<file path="config.mk">
export PLATFORM = sky130hd
export DESIGN_NAME = lfsr_msg_encoder
export DESIGN_NICKNAME = d
export VERILOG_FILES = /design/src/rtl/lfsr_msg_encoder.sv
export SDC_FILE = /design/constraint.sdc
export NUM_CORES = 1
export LEC_CHECK = 0
export CAP_MARGIN = 30
export CORE_ASPECT_RATIO = 1.1
export CORE_MARGIN = 2
export CORE_UTILIZATION = 39
export CTS_CLUSTER_SIZE = 28
export DETAILED_ROUTE_END_ITERATION = 10
export PLACE_DENSITY = 0.71
export RECOVER_POWER = 25
export SLEW_MARGIN = 20
export SYNTH_ARGS = -nofsm -noshare
export SYNTH_HDL_FRONTEND = slang
export SYNTH_SLANG_ARGS = --single-unit
</file>
<file path="constraint.sdc">
create_clock -name clk -period 2.3 [get_ports clk]
set_input_delay 0.46 -clock clk [delete_from_list [all_inputs] [get_ports clk]]
set_output_delay 0.46 -clock clk [all_outputs]
set_load 0.1 [all_outputs]
</file>
<file path="src/rtl/lfsr_msg_encoder.sv">
// LFSR cipher encoder: reads plaintext from memory, prepends a space preamble, XORs every byte with
// an 8-bit LFSR keystream and writes the ciphertext upward. Optional macro: LFSR_ENC_PARITY_EN.
module lfsr_msg_encoder #(
    parameter int SRC_BASE = 0,
    parameter int DST_BASE = 64,
    parameter int MSG_LEN  = 64
) (
    input  logic       clk,
    input  logic       init_n,
    input  logic       start,
    input  logic [2:0] tap_sel,
    input  logic [7:0] seed,
    input  logic [3:0] pre_len,
    output logic [7:0] mem_addr,
    output logic       mem_wr_en,
    output logic [7:0] mem_wdata,
    input  logic [7:0] mem_rdata,
    output logic       busy,
    output logic       done
);

    typedef enum logic [2:0] {
        S_IDLE = 3'd0,
        S_PRE  = 3'd1,
        S_RD   = 3'd2,
        S_WR   = 3'd3,
        S_DONE = 3'd4
    } state_t;

    localparam logic [7:0] SRC_BASE_B = 8'(SRC_BASE);
    localparam logic [7:0] DST_BASE_B = 8'(DST_BASE);
    localparam logic [6:0] LAST_IDX   = 7'(MSG_LEN - 1);
    localparam logic [3:0] MIN_PRE    = 4'd9;

`ifdef LFSR_ENC_PARITY_EN
    // The decoder recovers the key from an A0 preamble, so spaces carry bit 7 set.
    localparam logic [7:0] SPACE = 8'hA0;

    function automatic logic [7:0] plain_map(input logic [7:0] x);
        return {^x[6:0], x[6:0]};
    endfunction
`else
    localparam logic [7:0] SPACE = 8'h20;

    function automatic logic [7:0] plain_map(input logic [7:0] x);
        return x;
    endfunction
`endif

    function automatic logic [7:0] tap_mask(input logic [2:0] sel);
        logic [7:0] m;
        case (sel)
            3'd0:    m = 8'hE1;
            3'd1:    m = 8'hD4;
            3'd2:    m = 8'hC6;
            3'd3:    m = 8'hB8;
            3'd4:    m = 8'hB4;
            3'd5:    m = 8'hB2;
            3'd6:    m = 8'hFA;
            default: m = 8'hF3;
        endcase
        return m;
    endfunction

    state_t     state_q, state_d;
    logic [6:0] idx_q, idx_d;
    logic [7:0] lfsr_q, lfsr_d;
    logic [7:0] taps_q, taps_d;
    logic [3:0] pre_q, pre_d;

    logic [7:0] fb_terms;
    logic [7:0] lfsr_adv;
    logic [6:0] pre_last;
    logic [7:0] src_offset;
    logic       can_start;

    genvar gi;
    generate
        for (gi = 0; gi < 8; gi++) begin : g_fb
            assign fb_terms[gi] = lfsr_q[gi] & taps_q[gi];
        end
    endgenerate

    assign lfsr_adv   = {lfsr_q[6:0], ^fb_terms};
    assign pre_last   = {3'd0, pre_q} - 7'd1;
    assign src_offset = {1'b0, idx_q} - {4'd0, pre_q};
    assign can_start  = start && ((state_q == S_IDLE) || (state_q == S_DONE));

    always_ff @(posedge clk or negedge init_n) begin
        if (!init_n) begin
            state_q <= S_IDLE;
            idx_q   <= 7'd0;
            lfsr_q  <= 8'd0;
            taps_q  <= 8'd0;
            pre_q   <= 4'd0;
        end else begin
            state_q <= state_d;
            idx_q   <= idx_d;
            lfsr_q  <= lfsr_d;
            taps_q  <= taps_d;
            pre_q   <= pre_d;
        end
    end

    always_comb begin
        state_d = state_q;
        idx_d   = idx_q;
        lfsr_d  = lfsr_q;
        taps_d  = taps_q;
        pre_d   = pre_q;
        case (state_q)
            S_IDLE, S_DONE: begin
                if (can_start) begin
                    state_d = S_PRE;
                    idx_d   = 7'd0;
                    // An all-zero seed would lock the LFSR, so it is promoted to 1.
                    lfsr_d  = (seed == 8'd0) ? 8'h01 : seed;
                    taps_d  = tap_mask(tap_sel);
                    pre_d   = (pre_len < MIN_PRE) ? MIN_PRE : pre_len;
                end
            end
            S_PRE: begin
                idx_d  = idx_q + 7'd1;
                lfsr_d = lfsr_adv;
                if (idx_q == pre_last) begin
                    state_d = S_RD;
                end
            end
            S_RD: begin
                state_d = S_WR;
            end
            S_WR: begin
                idx_d  = idx_q + 7'd1;
                lfsr_d = lfsr_adv;
                state_d = (idx_q == LAST_IDX) ? S_DONE : S_RD;
            end
            default: begin
                state_d = S_IDLE;
            end
        endcase
    end

    always_comb begin
        busy      = 1'b0;
        done      = 1'b0;
        mem_wr_en = 1'b0;
        mem_addr  = 8'd0;
        mem_wdata = 8'd0;
        case (state_q)
            S_PRE: begin
                busy      = 1'b1;
                mem_wr_en = 1'b1;
                mem_addr  = DST_BASE_B + {1'b0, idx_q};
                mem_wdata = SPACE ^ lfsr_q;
            end
            S_RD: begin
                busy     = 1'b1;
                mem_addr = SRC_BASE_B + src_offset;
            end
            S_WR: begin
                // mem_rdata answers the address presented during the preceding RD cycle.
                busy      = 1'b1;
                mem_wr_en = 1'b1;
                mem_addr  = DST_BASE_B + {1'b0, idx_q};
                mem_wdata = plain_map(mem_rdata) ^ lfsr_q;
            end
            S_DONE: begin
                done = 1'b1;
            end
            default: begin
                busy = 1'b0;
            end
        endcase
    end

endmodule

</file>
==> results of run 1 <==
[cells by family (layout without fill, tap and decap cells)]
group           after synthesis  count (layout)
simple gates                112             112
compound gates               44              44
flops                        30              30
xor+xnor                     26              26
buf+inv                      25              92
fa+ha+maj                     7               7
mux                           2               2
[flip-flops by register name, indices dropped and copies added, names as in the netlist]
register / count
taps_q: 8
pre_q: 4
state_q: 3
lfsr_q: 8
idx_q: 7
[metrics by stage]
stage | hold slack (ns) | std cells | TNS [ns]
after floorplan | 0.164 | 246 | -2.10
after global placement | 0.451 | 356 | -0.336
after detailed placement | 0.456 | 356 | -0.413
after CTS | 0.471 | 366 | -1.61
after global routing | 0.515 | 371 | -2.18
final | 0.469 | 371 | -1.74
[worst min-delay path by stage]
stage | from | endpoint
after global placement | taps_q[7]$_DFFE_PN0P_ | taps_q[7]$_DFFE_PN0P_
after global routing | taps_q[7]$_DFFE_PN0P_ | taps_q[7]$_DFFE_PN0P_
after CTS | taps_q[7]$_DFFE_PN0P_ | taps_q[7]$_DFFE_PN0P_
after detailed placement | taps_q[7]$_DFFE_PN0P_ | taps_q[7]$_DFFE_PN0P_
after floorplan | init_n | idx_q[0]$_DFFE_PN0P_
final | taps_q[7]$_DFFE_PN0P_ | taps_q[7]$_DFFE_PN0P_
[cell type report]
cell class                 count  area share (%)
clock buffer                   7            2.43
timing repair buffer          75            27.6
sequential                    30            24.0
multi-input combinational    191            42.5
inverter                      10            1.20
tap                           58            2.31
[synthesized netlist by cell type, drive strengths merged]
cell,n
nand2,51
or4,1
nor2b,1
and2,1
clkbuf,10
nand4,1
o21ai,13
a311oi,1
nor4,3
dfrtp,30
a21boi,1
nor3,7
nor4b,1
o31ai,1
a21o,1
a211oi,1
a21oi,10
a22oi,1
a22o,3
nand2b,2
or3,4
mux2i,1
nor2,31
inv,10
xnor2,12
xor2,14
ha,6
o22ai,1
a2111oi,1
nor3b,1
fa,1
mux2,1
nand3,8
a32o,1
buf,5
a31oi,9
[critical path, cell delays in order, from the launching register on]
cell	delay, ns
dfrtp_1	0.39
inv_2	0.09
ha_4	0.14
inv_2	0.04
fa_2	0.33
a21o_1	0.19
a21oi_2	0.20
mux2_4	0.32
a22oi_2	0.16
nor2_4	0.06
buf_12	0.16
[metal layers]
metal / up-vias / GRT usage, % / part of all wire, % / wire length (µm)
li1: 965 / - / - / -
met1: 901 / 24.0 / 43 / 2240
met2: 58 / 31.9 / 50 / 2590
met3: 14 / 4.24 / 4.5 / 234
met4: 0 / 6.98 / 2.5 / 130
met5: - / 0 / 0 / 0
[repair_timing]
item,4_1_cts,5_1_grt
pin swaps,7,6
setup buffers,4,6
resized for setup,7,8
setup endpoints to repair,6,6
==> Flow_metrics.wiki, run 1 <==
{| class="wikitable"
! Metric !! Value
|-
| Instance area after placement || 0.00292 mm²
|-
| Clock insertion delay at the later pin of the skew report || 0.28 ns
|-
| Count of nets after finishing || roughly 350
|-
| Area share of the leading cell type in the synthesized netlist || roughly two fifths
|-
| Multi-input logic area || approximately 0.0013 mm²
|-
| Min-Delay Path Depth || 1
|-
| Fraction of final layout cells with drive strength greater than 1 || 31.0%
|-
| RSZ-0062 raised after global routing || yes
|-
| Routed wire per std cell || between 10 and 15 µm
|-
| Final ANT Viol Nets || 0
|-
| Aggregate global-route resource usage || between 10% and 20%
|-
| Final Cell Area || ~0.0031 mm²
|-
| FF/Latch Area || roughly 750 µm²
|-
| Syn. warnings || 0
|-
| Synthesized-area fraction occupied by and/or/nand/nor cells || around 25%
|-
| Routed vias/inst || around 5.2
|-
| Total detailed-routing wirelength || between 5 and 6 mm
|-
| Post-Route Skew || 0.00464 ns
|-
| Std-Cell Rows || 27
|-
| Port Buffer Count || 44
|-
| Worst-path fanout max || 2
|-
| FF-to-FF End || state_q[0]$_DFFE_PN0P_
|-
| Number of sinks driven by the clock tree || 30
|-
| Util after Layout || a little under two thirds
|-
| Clock tree buffer depth || 2
|-
| Number of antenna violations at the first check in global routing || 0
|-
| Die X-Extent || between 70 and 80 µm
|-
| Synth Area in XOR/XNOR || 11.5%
|-
| Worst setup path endpoint || mem_addr[4]
|-
| Crit. Startpoint || idx_q[0]$_DFFE_PN0P_
|-
| Commonest cells after routing, fill and taps aside || 49 x nand2_1, 29 x dfrtp_1, 29 x buf_4, 24 x clkdlybuf4s50_1, 20 x nor2_1
|-
| Length in cells of the worst reg-to-reg path || 9
|-
| Aggregate global routing overflow || 0
|-
| Fmax achieved || around 0.35 GHz
|-
| CTS Buf Count || 5
|-
| Final setup margin || -0.520 ns
|-
| # setup viols final || 6
|-
| Effective utilization at floorplan || 40.0%
|-
| First drt pass iteration count || 5
|-
| Result of the run || finished with violations
|-
| Instance count of the mapped netlist || between 200 and 250
|-
| Core box area || a little under 0.005 mm²
|-
| Number of synthesized register bits || 30
|-
| Worst Max-Slew Pin Slew || roughly 0.75 ns
|-
| Post-CTS Hold Fix Bufs || 0
|-
| Root buffer cell || clkbuf_8
|-
| Final Cycle Share || 123%
|-
| Most frequent standard cell in the layout excluding fill and tap cells || nand2_1
|-
| Max-capacitance violation count || 0
|-
| Worst setup slack after placement || -0.219 ns
|-
| Weighted congestion reported at the end of routability-driven placement || between 0.7 and 0.8
|-
| Count of distinct cell types in the synthesized netlist || 42
|-
| Required time of the critical path || around 1.8 ns
|-
| Top-Level Pins || 45
|-
| Complex-gate fraction of the synthesized area || about 14%
|-
| Post-synthesis to final-layout area growth || 58.9%
|-
| Mux share of post-synthesis cell area || approximately 1.1%
|-
| Violated checks || negative setup slack
|-
| DR iter-0 viols || between 100 and 150
|-
| Critical path endpoint category || output pin
|-
| Wire length of the first global-routing pass || 8.46 mm
|-
| Die height || roughly 79 µm
|-
| Number of hold-slack violations in the final timing report || 0
|-
| Class of the most critical hold timing path || flop to flop
|-
| Die area || approximately 0.0056 mm²
|-
| Relative slew slack || 50.1%
|-
| Half-perimeter wire length after detailed placement || 3.76 mm
|-
| Cell types occupying the most area after synthesis || dfrtp_1 38%, nand2_1 9.7%, xor2_1 6.2%
|-
| CP Launch Type || flop
|-
| Number of filler cells placed in the layout || around 400
|-
| Post-synth top area cell || dfrtp_1
|-
| Maximum number of pins on one net before global-route repair || 31
|-
| Start of the worst register-to-register path || pre_q[1]$_DFFE_PN0P_
|-
| Post-synthesis average cell area || 8.03 µm²
|-
| Total inserted antenna cells || 0
|-
| Minimum setup slack among reg-to-reg paths || ~0.13 ns
|-
| Via count || about 1900
|-
| Drc violations || 0
|-
| Largest family of logic cells by synthesized area || simple AND/OR/NAND/NOR gates
|-
| Clock-pin slew reported for the worst setup and hold paths after clock tree synthesis || 0.05 ns
|-
| Maximum level of the CTS H-tree || 2
|-
| Signal arrival time at the worst endpoint || 2.36 ns
|-
| Vias in the first global route || around 1900
|-
| Post-synthesis net count || 279
|-
| Final Max Slew Viols || 0
|-
| Mapped Area || 0.00197 mm²
|-
| Adder-cell share of the synthesized area || under 10%
|-
| Clock tree from TritonCTS || yes
|-
| Worst Setup Path Type || flop to output pin
|-
| Sequential area share after synthesis || between 30% and 40%
|-
| Min Clock Period, post-route || around 2.8 ns
|}
Power of run 1 is not shown: default switching activity piles up to over one toggle a cycle in this logic, so the estimate is an artifact.
==> inputs of run 2 (changes only) <==
ABC_AREA = 0   (was default)
TNS_END_PERCENT = 5   (was default)
==> run 2 against run 1 <==
The run still ends with negative setup slack left. Flip-flop and latch count stayed put. Core utilization down 2.4 points. Cell count is 1.9% lower. Clock skew shrank 0.00052 ns. Register-to-register slack improved by 0.06 ns. Wire length decreased by 1.5%. Final area fell by 3.7%. Global-route usage is 0.60 points higher. First-iteration DRC count shrank 45%. Sequential share of layout area is 0.89 points higher. Die area is the same. Worst hold slack is essentially flat. Critical path type unchanged. Highest routed layer unchanged.
==> Flow_metrics.wiki, run 2 (synthesis gave the netlist of run 1 again) <==
{| class="wikitable"
! Metric !! Value
|-
| Port Buffer Count || 44 (unchanged)
|-
| Clock insertion delay at the later pin of the skew report || 0.28 ns (about the same)
|-
| Family with the most delay on the worst path || simple AND/OR/NAND/NOR gates
|-
| DR iter-0 viols || 82 (-45%)
|-
| Clock tree buffer depth || 2 (unchanged)
|-
| Relative slew slack || 48.0% (-2.2 points)
|-
| Die height || 78.6 µm (unchanged)
|-
| Routed wire per std cell || 14.1 µm (+0.35%)
|-
| Via count || 1910 (-1.4%)
|-
| Worst Max-Slew Pin Slew || 0.781 ns (+0.0326 ns)
|-
| Drc violations || 0 (unchanged)
|-
| Top-Level Pins || 45 (unchanged)
|-
| Total detailed-routing wirelength || 5.12 mm (-1.5%)
|-
| Worst path cell trace || ha_1, nor2b_1, o21ai_1, a21boi_1, or4_1, a32o_2, buf_12
|-
| Number of sinks driven by the clock tree || 30 (unchanged)
|-
| Final Cell Area || 0.00302 mm² (-3.7%)
|-
| Post-synthesis to final-layout area growth || 52.9%
|-
| Clock-pin slew reported for the worst setup and hold paths after clock tree synthesis || 0.06 ns (about the same)
|-
| Length in cells of the worst reg-to-reg path || 8 (-1)
|-
| Root buffer cell || clkbuf_8
|-
| Required time of the critical path || 1.84 ns (about the same)
|-
| Instance area after placement || 0.00286 mm² (-2.2%)
|-
| First drt pass iteration count || 4 (-1)
|-
| Delay of the slowest cell on the worst path || 0.47 ns (+0.08 ns)
|-
| CP Launch Type || flop
|-
| RSZ-0062 raised after global routing || yes
|-
| # setup viols final || 6 (unchanged)
|-
| Worst setup slack after placement || -0.355 ns (-0.136 ns)
|-
| Clock tree from TritonCTS || yes
|-
| Post-CTS Hold Fix Bufs || 0 (unchanged)
|-
| Slowest stage cell, crit path || or4_1
|-
| Class of the most critical hold timing path || flop to flop
|-
| Std-Cell Rows || 27 (unchanged)
|-
| CTS Buf Count || 5 (unchanged)
|-
| Critical path endpoint category || output pin
|-
| Signal arrival time at the worst endpoint || 2.34 ns (-0.02 ns)
|-
| Final setup margin || -0.498 ns (+0.0219 ns)
|-
| Final ANT Viol Nets || 0 (unchanged)
|-
| Result of the run || finished with violations
|-
| Die area || 0.00565 mm² (unchanged)
|-
| Weighted congestion reported at the end of routability-driven placement || 0.811 (+2.2%)
|-
| Maximum number of pins on one net before global-route repair || 31 (unchanged)
|-
| Worst Path Buf+Inv || 1 (-2)
|-
| Wire length of the first global-routing pass || 8.80 mm (+4.1%)
|-
| Aggregate global-route resource usage || 19.7% (+0.60 points)
|-
| Core box area || 0.00493 mm² (unchanged)
|-
| Most frequent standard cell in the layout excluding fill and tap cells || nand2_1
|-
| Routed vias/inst || 5.25 (+0.45%)
|-
| Number of cells on the critical path || 7 (-3)
|-
| Aggregate global routing overflow || 0 (unchanged)
|-
| Final Cycle Share || 122% (-0.95 points)
|-
| Min-Delay Path Depth || 1 (unchanged)
|-
| Max-capacitance violation count || 0 (unchanged)
|-
| Half-perimeter wire length after detailed placement || 3.81 mm (+1.2%)
|-
| Number of antenna violations at the first check in global routing || 0 (unchanged)
|-
| Post-Route Skew || 0.00413 ns (-0.000517 ns)
|-
| Final Max Slew Viols || 0 (unchanged)
|-
| Min Clock Period, post-route || 2.80 ns (-0.0219 ns)
|-
| Commonest cells after routing, fill and taps aside || 51 x nand2_1, 30 x dfrtp_1, 24 x clkdlybuf4s50_1, 22 x buf_4, 21 x nor2_1
|-
| Effective utilization at floorplan || 40.0% (unchanged)
|-
| Number of hold-slack violations in the final timing report || 0 (unchanged)
|-
| Worst-path fanout max || 4 (+2)
|-
| Total inserted antenna cells || 0 (unchanged)
|-
| Maximum level of the CTS H-tree || 2 (unchanged)
|-
| Die X-Extent || 71.8 µm (unchanged)
|-
| Registers with the highest flip-flop counts || lfsr_q (8), taps_q (8), idx_q (7)
|-
| Fmax achieved || 0.357 GHz (+0.78%)
|-
| Fraction of final layout cells with drive strength greater than 1 || 26.5% (-4.5 points)
|-
| Count of nets after finishing || 339 (-2.0%)
|-
| Vias in the first global route || 1881 (+0.16%)
|-
| Violated checks || negative setup slack
|-
| Worst Setup Path Type || flop to output pin
|}
==> run 2: worst paths after layout <==
path / slack, ns / to / start
min in group asynchronous: 0.79 / idx_q[0]$_DFFE_PN0P_ / init_n
max: -0.50 / mem_addr[5] / idx_q[1]$_DFFE_PN0P_
min reg2reg: 0.47 / taps_q[7]$_DFFE_PN0P_ / taps_q[7]$_DFFE_PN0P_
max reg2reg: 0.19 / state_q[0]$_DFFE_PN0P_ / pre_q[0]$_DFFE_PN0P_
min: 0.47 / taps_q[7]$_DFFE_PN0P_ / taps_q[7]$_DFFE_PN0P_
max in group asynchronous: 1.02 / lfsr_q[1]$_DFFE_PN0P_ / init_n
==> run 2: stage by stage <==
| stage | cells | hold WS (ns) | utilization, % | setup TNS, ns |
|---|---|---|---|---|
| after floorplan | 246 | 0.164 | - | -2.54 |
| after global placement | 355 | 0.450 | 57.9 | -0.516 |
| after detailed placement | 355 | 0.456 | 57.9 | -0.638 |
| after CTS | 363 | 0.471 | 60.9 | -1.92 |
| after global routing | 364 | 0.514 | 61.2 | -2.44 |
| final | 364 | 0.469 | 61.2 | -1.94 |
==> run 2: cell type report <==
class / count / area, µm²
Clock buffer: 6 / 82.6
Clock inverter: 1 / 30.0
Fill cell: 423 / 1910
Inverter: 10 / 37.5
Multi-Input combinational cell: 191 / 1230
Sequential cell: 30 / 751
Tap cell: 58 / 72.6
Timing Repair Buffer: 68 / 812
==> run 2: repair_timing <==
action | in CTS | in global routing
endpoints found under the setup margin | 7 | 8
setup buffers | 1 | 1
resized for setup | 7 | 2
pin swaps | 9 | 5
==> run 2: per-layer routing <==
metal	up-vias	part of all wire, %	track usage, %
met3	10	4.3	4.24
met5	-	0	0
met4	0	1.9	6.60
li1	942	-	-
met1	911	44	25.9
met2	47	49	32.0
Power of run 2 is left out for the same reason.
